===== src/rtl/subleq_pkg.sv =====
// Shared definitions for the SUBLEQ controller.
//   state_e   : controller sequencing states (six per instruction plus halt)
//   HALT_ADDR : branch target that halts the controller when halting is built in
//   INSTR_LEN : bytes per instruction (A, B, C)
package subleq_pkg;

  typedef enum logic [2:0] {
    S_FA,
    S_FB,
    S_FC,
    S_RA,
    S_RB,
    S_WB,
    S_HALT
  } state_e;

  localparam logic [7:0] HALT_ADDR = 8'hFF;
  localparam logic [7:0] INSTR_LEN = 8'd3;

endpackage


===== src/rtl/subleq_alu.sv =====
// SUBLEQ datapath: res = mem[B] - mem[A] (8-bit wrap) and the "result <= 0" flag.
//   i_mb  : operand mem[B]
//   i_ma  : operand mem[A]
//   o_res : difference, overflow ignored
//   o_leq : high when o_res is negative (two's complement) or zero
module subleq_alu (
  input  logic [7:0] i_mb,
  input  logic [7:0] i_ma,
  output logic [7:0] o_res,
  output logic       o_leq
);

  assign o_res = i_mb - i_ma;
  assign o_leq = o_res[7] | (o_res == 8'h00);

endmodule


===== src/rtl/subleq_ctrl.sv =====
// SUBLEQ single-instruction CPU controller. Each instruction takes six cycles:
// fetch A, B, C, read mem[A], read mem[B], write mem[B] and branch.
// Memory has one cycle of read latency, so each state latches the data
// requested by the previous state.
//   i_clk, i_rst     : clock, synchronous active-high reset
//   i_run            : permits a new instruction to start (sampled in S_FA only)
//   o_raddr/i_rdata  : memory read port (data returns one cycle later)
//   o_waddr/o_wdata/o_we : memory write port, o_we pulses once per instruction
//   o_pc, o_icount   : program counter, retired-instruction count
//   o_halt           : controller halted
// Build option: define SUBLEQ_CTRL_HALT_EN to halt on a taken branch to 8'hFF;
// otherwise such a branch executes normally and o_halt is tied low.
module subleq_ctrl
  import subleq_pkg::*;
#(
  parameter logic [7:0] RESET_PC = 8'h00
) (
  input  logic        i_clk,
  input  logic        i_rst,
  input  logic        i_run,
  output logic [7:0]  o_raddr,
  input  logic [7:0]  i_rdata,
  output logic [7:0]  o_waddr,
  output logic [7:0]  o_wdata,
  output logic        o_we,
  output logic [7:0]  o_pc,
  output logic [15:0] o_icount,
  output logic        o_halt
);

  state_e      state_q, state_d;
  logic [7:0]  pc_q, pc_d;
  logic [15:0] icount_q, icount_d;
  logic [7:0]  a_q, a_d;
  logic [7:0]  b_q, b_d;
  logic [7:0]  c_q, c_d;
  logic [7:0]  ma_q, ma_d;

  logic [7:0]  res;
  logic        leq;

  // In S_WB, i_rdata holds mem[B] requested during S_RB.
  subleq_alu u_alu (
    .i_mb  (i_rdata),
    .i_ma  (ma_q),
    .o_res (res),
    .o_leq (leq)
  );

  always_comb begin
    state_d  = state_q;
    pc_d     = pc_q;
    icount_d = icount_q;
    a_d      = a_q;
    b_d      = b_q;
    c_d      = c_q;
    ma_d     = ma_q;
    o_raddr  = pc_q;
    o_waddr  = b_q;
    o_wdata  = 8'h00;
    o_we     = 1'b0;

    unique case (state_q)
      S_FA: begin
        o_raddr = pc_q;
        if (i_run) state_d = S_FB;
      end
      S_FB: begin
        a_d     = i_rdata;
        o_raddr = pc_q + 8'd1;
        state_d = S_FC;
      end
      S_FC: begin
        b_d     = i_rdata;
        o_raddr = pc_q + 8'd2;
        state_d = S_RA;
      end
      S_RA: begin
        c_d     = i_rdata;
        o_raddr = a_q;
        state_d = S_RB;
      end
      S_RB: begin
        ma_d    = i_rdata;
        o_raddr = b_q;
        state_d = S_WB;
      end
      S_WB: begin
        o_we     = 1'b1;
        o_wdata  = res;
        icount_d = icount_q + 16'd1;
        pc_d     = leq ? c_q : pc_q + INSTR_LEN;
        state_d  = S_FA;
`ifdef SUBLEQ_CTRL_HALT_EN
        if (leq && (c_q == HALT_ADDR)) state_d = S_HALT;
`endif
      end
      S_HALT: begin
        o_raddr = pc_q;
      end
      default: begin
        state_d = S_FA;
      end
    endcase
  end

  always_ff @(posedge i_clk) begin
    if (i_rst) begin
      state_q  <= S_FA;
      pc_q     <= RESET_PC;
      icount_q <= 16'h0000;
      a_q      <= 8'h00;
      b_q      <= 8'h00;
      c_q      <= 8'h00;
      ma_q     <= 8'h00;
    end else begin
      state_q  <= state_d;
      pc_q     <= pc_d;
      icount_q <= icount_d;
      a_q      <= a_d;
      b_q      <= b_d;
      c_q      <= c_d;
      ma_q     <= ma_d;
    end
  end

  assign o_pc     = pc_q;
  assign o_icount = icount_q;

`ifdef SUBLEQ_CTRL_HALT_EN
  assign o_halt = (state_q == S_HALT);
`else
  assign o_halt = 1'b0;
`endif

endmodule


===== config.mk =====
export PLATFORM = sky130hd
export DESIGN_NAME = subleq_ctrl
export DESIGN_NICKNAME = d
export VERILOG_FILES = /design/src/rtl/subleq_pkg.sv /design/src/rtl/subleq_alu.sv /design/src/rtl/subleq_ctrl.sv
export SDC_FILE = /design/constraint.sdc
export NUM_CORES = 1
export LEC_CHECK = 0
export ABC_AREA = 0
export CORE_MARGIN = 2
export CORE_UTILIZATION = 30
export CTS_CLUSTER_SIZE = 25
export DETAILED_ROUTE_END_ITERATION = 10
export SYNTH_ARGS = -nofsm -noshare
export SYNTH_HDL_FRONTEND = slang
export SYNTH_SLANG_ARGS = --single-unit
export TNS_END_PERCENT = 5

===== constraint.sdc =====
create_clock -name i_clk -period 2.7 [get_ports i_clk]
set_input_delay 0.54 -clock i_clk [delete_from_list [all_inputs] [get_ports i_clk]]
set_output_delay 0.54 -clock i_clk [all_outputs]
set_load 0.1 [all_outputs]

# Word level (Yosys, flattened, before mapping)
# Index checks and enable logic that the tools add are counted.
op_classes:
  n_addsub: 5
  eq_ne: 7
  muxes: 6
  bitwise: 2
  reduce_logical: 3
op_table:
  columns: ["cell", "n"]
  rows:
  - ["$pmux 8 s4", 1]
  - ["$pmux 3 s6", 1]
  - ["$add 16x1->16 const B", 1]
  - ["$add 8x2->8 const B", 2]
  - ["$mux 8", 2]
  - ["$eq 3x3->1 const B", 3]
  - ["$add 8x1->8 const B", 1]
  - ["$logic_not 8->1", 1]
  - ["$sub 8x8->8", 1]
  - ["$eq 3x2->1 const B", 2]
  - ["$eq 3x1->1 const B", 1]
  - ["$logic_not 3->1", 1]
  - ["$mux 3", 1]
  - ["$ne 2x2->1 const B", 1]
  - ["$reduce_and 2->1", 1]
  - ["$mux 1", 1]
  - ["$not 1->1", 1]
  - ["$or 1x1->1", 1]
word_totals:
  reg_bits: 59
  inputBits: 11
  out_inout_bits: 50

# Logic depth before layout (Yosys ltp)
logic_depth:
  depth_word: 4
  depth_mapped: 12

# Cells and area by module
# Synthesis repeated with hierarchy kept, for this count alone.
unflattened:
  hier_cells: 453
  area_unflattened_um2: 3368.2
by_module_without_submodules:
  columns: ["module", "instances", "cells_each", "area_per_inst_um2", "seq_area_each_um2"]
  rows:
  - ["subleq_ctrl", 1, 406, 3005.4, 1181.1]
  - ["subleq_alu", 1, 47, 362.8, 0.0]

# Worst setup path after synthesis
# OpenSTA, ideal clock, no wires.
synth_path:
  path_type: "register to output"
  from: "reg pc_q[0] (netlist: o_pc[0])"
  to: "out o_raddr[0]"
  t_arrival_ps: 3834
  path_slack_ps: -1674
  path_stages_with_launch: 6
  n_path_buf: 1
  cell_sequence: "dfxtp_1 clkbuf_1 inv_1 nor2_1 nor3b_1 a211oi_1"
synth_between:
  elab_chain_cells: 2
  word_cells_on_any_way: 3
  classes_between: "add/sub: 2; mux: 1"
synth_rtl:
  columns: ["element", "line", "text"]
  rows:
  - ["from (decl)", "subleq_ctrl.sv:32", "logic [7:0] pc_q, pc_d;"]
  - ["from (signal assigned)", "subleq_ctrl.sv:118", "pc_q <= pc_d;"]
  - ["$add 8x2->8 or $add 8x1->8 (tied branches)", "subleq_ctrl.sv:75, subleq_ctrl.sv:70", null]
  - ["$pmux 8 s4 *", "subleq_ctrl.sv:63", "unique case (state_q)"]
  - ["to (decl)", "subleq_ctrl.sv:21", "output logic [7:0] o_raddr,"]
# Mark *: on every way between the ends. The rest lies on a longest branch, timed or not.

# Worst setup path after layout
layout_path:
  from: "in i_rdata[1]"
  to: "out o_wdata[6]"
layout_between:
  elab_chain_cells: 2
layout_rtl:
  columns: ["element", "line", "text"]
  rows:
  - ["from (decl)", "subleq_ctrl.sv:22", "input logic [7:0] i_rdata,"]
  - ["$sub 8x8->8", "subleq_alu.sv:13", "assign o_res = i_mb - i_ma;"]
  - ["$mux 8", "subleq_ctrl.sv:63", null]
  - ["to (decl)", "subleq_ctrl.sv:24", "output logic [7:0] o_wdata,"]
# No other way between the ends.

==> run metrics <==
gr ovfl total 0; Syn Std Cell Area 3398 um2; vias per cell 5.200; I/O pins 61; initial DRC count 228; area delta synth->final 47.28%; initial antenna violation count 0; overall power 2.577 mW; met3 WL post-DR 630 um; Die Span X 110.4 um; diodes inserted 0; LEAKAGE 1.911 nW; WHS Endpoint ma_q[6]$_SDFFE_PP0P_; Clock Latency Late Sink 320 ps; worst reg2reg path startpoint ma_q[0]$_SDFFE_PP0P_; Critical Path Sink Type output pin; Clock Root Buffer clkbuf_16; Met2 Wirelength 5097 um; max-cap viol count 0; vias in the first global route 3445; synthesized area per cell 7.420 um2; first-pass GRT wire length 17500 um; Clock Sinks 59; worst-path fanout max 2; critical path launch point type input port; IO Port Bufs 59; Least-Margin Pin Slew 523.9 ps; Starting Density 0.3108; Fmax achieved 358.5 MHz; detailed placement HPWL 7987 um; GP Congestion 0.9540; hold path depth 2; HP Start ma_q[6]$_SDFFE_PP0P_; relative slew slack 0.6480; Max IR drop VDD 0.2446 mV; Async S/R FF share, synth 0; CTS Buf Count 9; fin crit share 1.033; core area 10940 um2; setup slack after layout -89.04 ps; Max Clock Skew 7.106 ps; worst reg2reg endpoint o_pc[1]$_SDFFE_PP0P_; nets@finish 571; Post-synth EDFFs 0; Yosys cell types 60; DRC viols 0; average wire per standard cell 15.46 um; post-route ant nets 0; worst reg2reg setup slack 80 ps; area of the die 12190 um2; status finished with violations; Syn Nets 483; layout cell share with drive strength beyond 1 0.2976; Seq cells post-synth 59; Ys Warns 0; Power Density 514.9 nW/um2; uppermost routed layer met4; Hold Crit Class register to register; TritonRoute pass-1 iters 6; CTS tree done; CTS max path bufs 2; failing checks negative setup slack; clock-pin slew on the worst setup and hold paths 50 ps; Cell Rows 38; FF-to-FF path depth 12; Worst Path Arrival 2250 ps; share of the yosys chip area belonging to registers 0.3476; DRT Wirelength 10690 um; largest net degree at the start of global routing 43; DR vias 3593; Crit Path Class input port to output pin; RSZ-0062 raised after global routing yes; DRT met1 WL 4817 um; Mapped Cells 458; fin util 0.4577; worst endpoint required time 2160 ps; H-Tree Depth 3; most used flip-flop cell after synthesis dfxtp_1; Slew Limit Fails 0; Final setup viols 3; Hold Buf Count CTS 0; GRT Util Overall 0.1751; final hold viol count 0; Final min period 2789 ps; die height 110.4 um
## cell usage in the layout, fill, tap and decap left out, types with 5 or more instances in the layout
cell       Yosys  final
nand4_1        9      9
or3_1          5      5
xnor2_1        6      5
dfxtp_1       59     52
xor2_1        14     13
nor3_1         6      5
clkbuf_16      0      9
o21ai_0       19     16
inv_1         15     13
nor2_1        34     30
nand3_1       19     17
a21oi_1       49     46
nand2_1       97     97
ha_1          13      7
and3_1         8      8
dfxtp_2        0      6
buf_12         0     17
nand2b_1       5      5
buf_4          2     80
## layout make-up
class / count / area [um2]
tap: 140 / 175.2
sequential: 59 / 1192
multi-input combinational: 353 / 2232
inverter: 16 / 63.81
clock inverter: 6 / 65.06
clock buffer: 10 / 239.0
timing repair buffer: 107 / 1037
fill: 1099 / 5931
## stage by stage
stage	setup TNS, ps	hold slack, ps	instance area [um2]	cells	worst slack (ps)
floorplan	-2648	433.2	3477	458	-419.9
CTS	-139.8	459.3	4930	691	-97.46
finish	-194.4	457.3	5005	691	-89.04
detailed placement	-6239	451.9	4521	671	-602.6
global placement	-5767	443.7	4521	671	-586.1
global route	-486.4	471.9	5005	691	-184.4
## layer usage
layer / track usage / vias to the layer above
met4: 0.06000 / 0
met1: 0.2318 / 1696
li1: - / 1764
met2: 0.2793 / 121
met3: 0.04171 / 12
met5: 0 / -
## worst max-delay path, cell delays in order
cell	delay [ps]
clkdlybuf4s15_1	230
fa_2	450
a211oi_4	250
o21bai_1	110
a21oi_1	180
xor2_1	240
nor2_2	80
buf_12	170
## sequential cells by signal (all words and copies together) (netlist names)
name and flops:
o_icount 16, a_q 8, c_q 8, ma_q 8, o_pc 8, o_waddr 8, state_q 3
## cell families after synthesis
group / count (synthesis) / synth area share
adders and majority gates: 14 / 0.05376
DFF: 59 / 0.3476
xor gates and xnor gates: 20 / 0.05155
muxes: 5 / 0.01473
buffers and inverters: 46 / 0.05633
and+or+nand+nor: 210 / 0.2898
AOI/OAI and AO/OA: 103 / 0.1852
other: 1 / 0.001104
## worst max-delay path by stage
stage / from / endpoint / slack, ps / cells after the start
after CTS: ma_q[0]$_SDFFE_PP0P_ / o_wdata[6] / -100 / 9
after detailed placement: i_rdata[0] / o_wdata[6] / -600 / 11
final: i_rdata[1] / o_wdata[6] / -90 / 8
after floorplan: o_pc[3]$_SDFFE_PP0P_ / o_raddr[4] / -420 / 5
after global placement: i_rdata[0] / o_wdata[6] / -590 / 11
after global routing: i_rdata[0] / o_wdata[6] / -180 / 11
## report_power, final
group,internal (mW),total (mW),switching [mW]
Sequential,0.894,0.918,0.0237
Combinational,0.197,0.524,0.327
Clock,0.738,1.13,0.397
## synth_stat cells, types with 2 or more instances
cell / count / area (um2)
nand3_1: 19 / 95.09
nand3b_1: 2 / 15.01
nor2_1: 34 / 127.6
clkbuf_1: 21 / 78.83
and2_1: 5 / 31.28
or3_1: 5 / 31.28
o21ai_0: 19 / 95.09
o22ai_1: 2 / 12.51
dfxtp_1: 59 / 1181
or4_1: 2 / 15.01
inv_1: 15 / 56.30
nand4_1: 9 / 56.30
a32oi_1: 2 / 17.52
buf_1: 4 / 15.01
nor3_1: 6 / 30.03
nand2_1: 97 / 364.1
nor4_1: 5 / 31.28
mux2i_1: 5 / 50.05
a221oi_1: 3 / 26.28
and3_1: 8 / 50.05
xor2_1: 14 / 122.6
o31ai_1: 3 / 22.52
a21oi_1: 49 / 245.2
buf_2: 2 / 10.01
a31oi_1: 4 / 25.02
or2_2: 2 / 12.51
ha_1: 13 / 162.7
nor3b_1: 2 / 15.01
xnor2_1: 6 / 52.55
a22oi_1: 3 / 22.52
nor2b_1: 3 / 18.77
nand2b_1: 5 / 31.28
buf_4: 2 / 15.01
o21a_1: 2 / 15.01
## repair_timing
| action | CTS | global route |
|---|---|---|
| pin swaps | 11 | 8 |
| setup buffers | 4 | 0 |
| gates resized for setup | 25 | 18 |
| endpoints found under the setup margin | 16 | 18 |
Note: power is estimated with default switching activity, not from simulation.
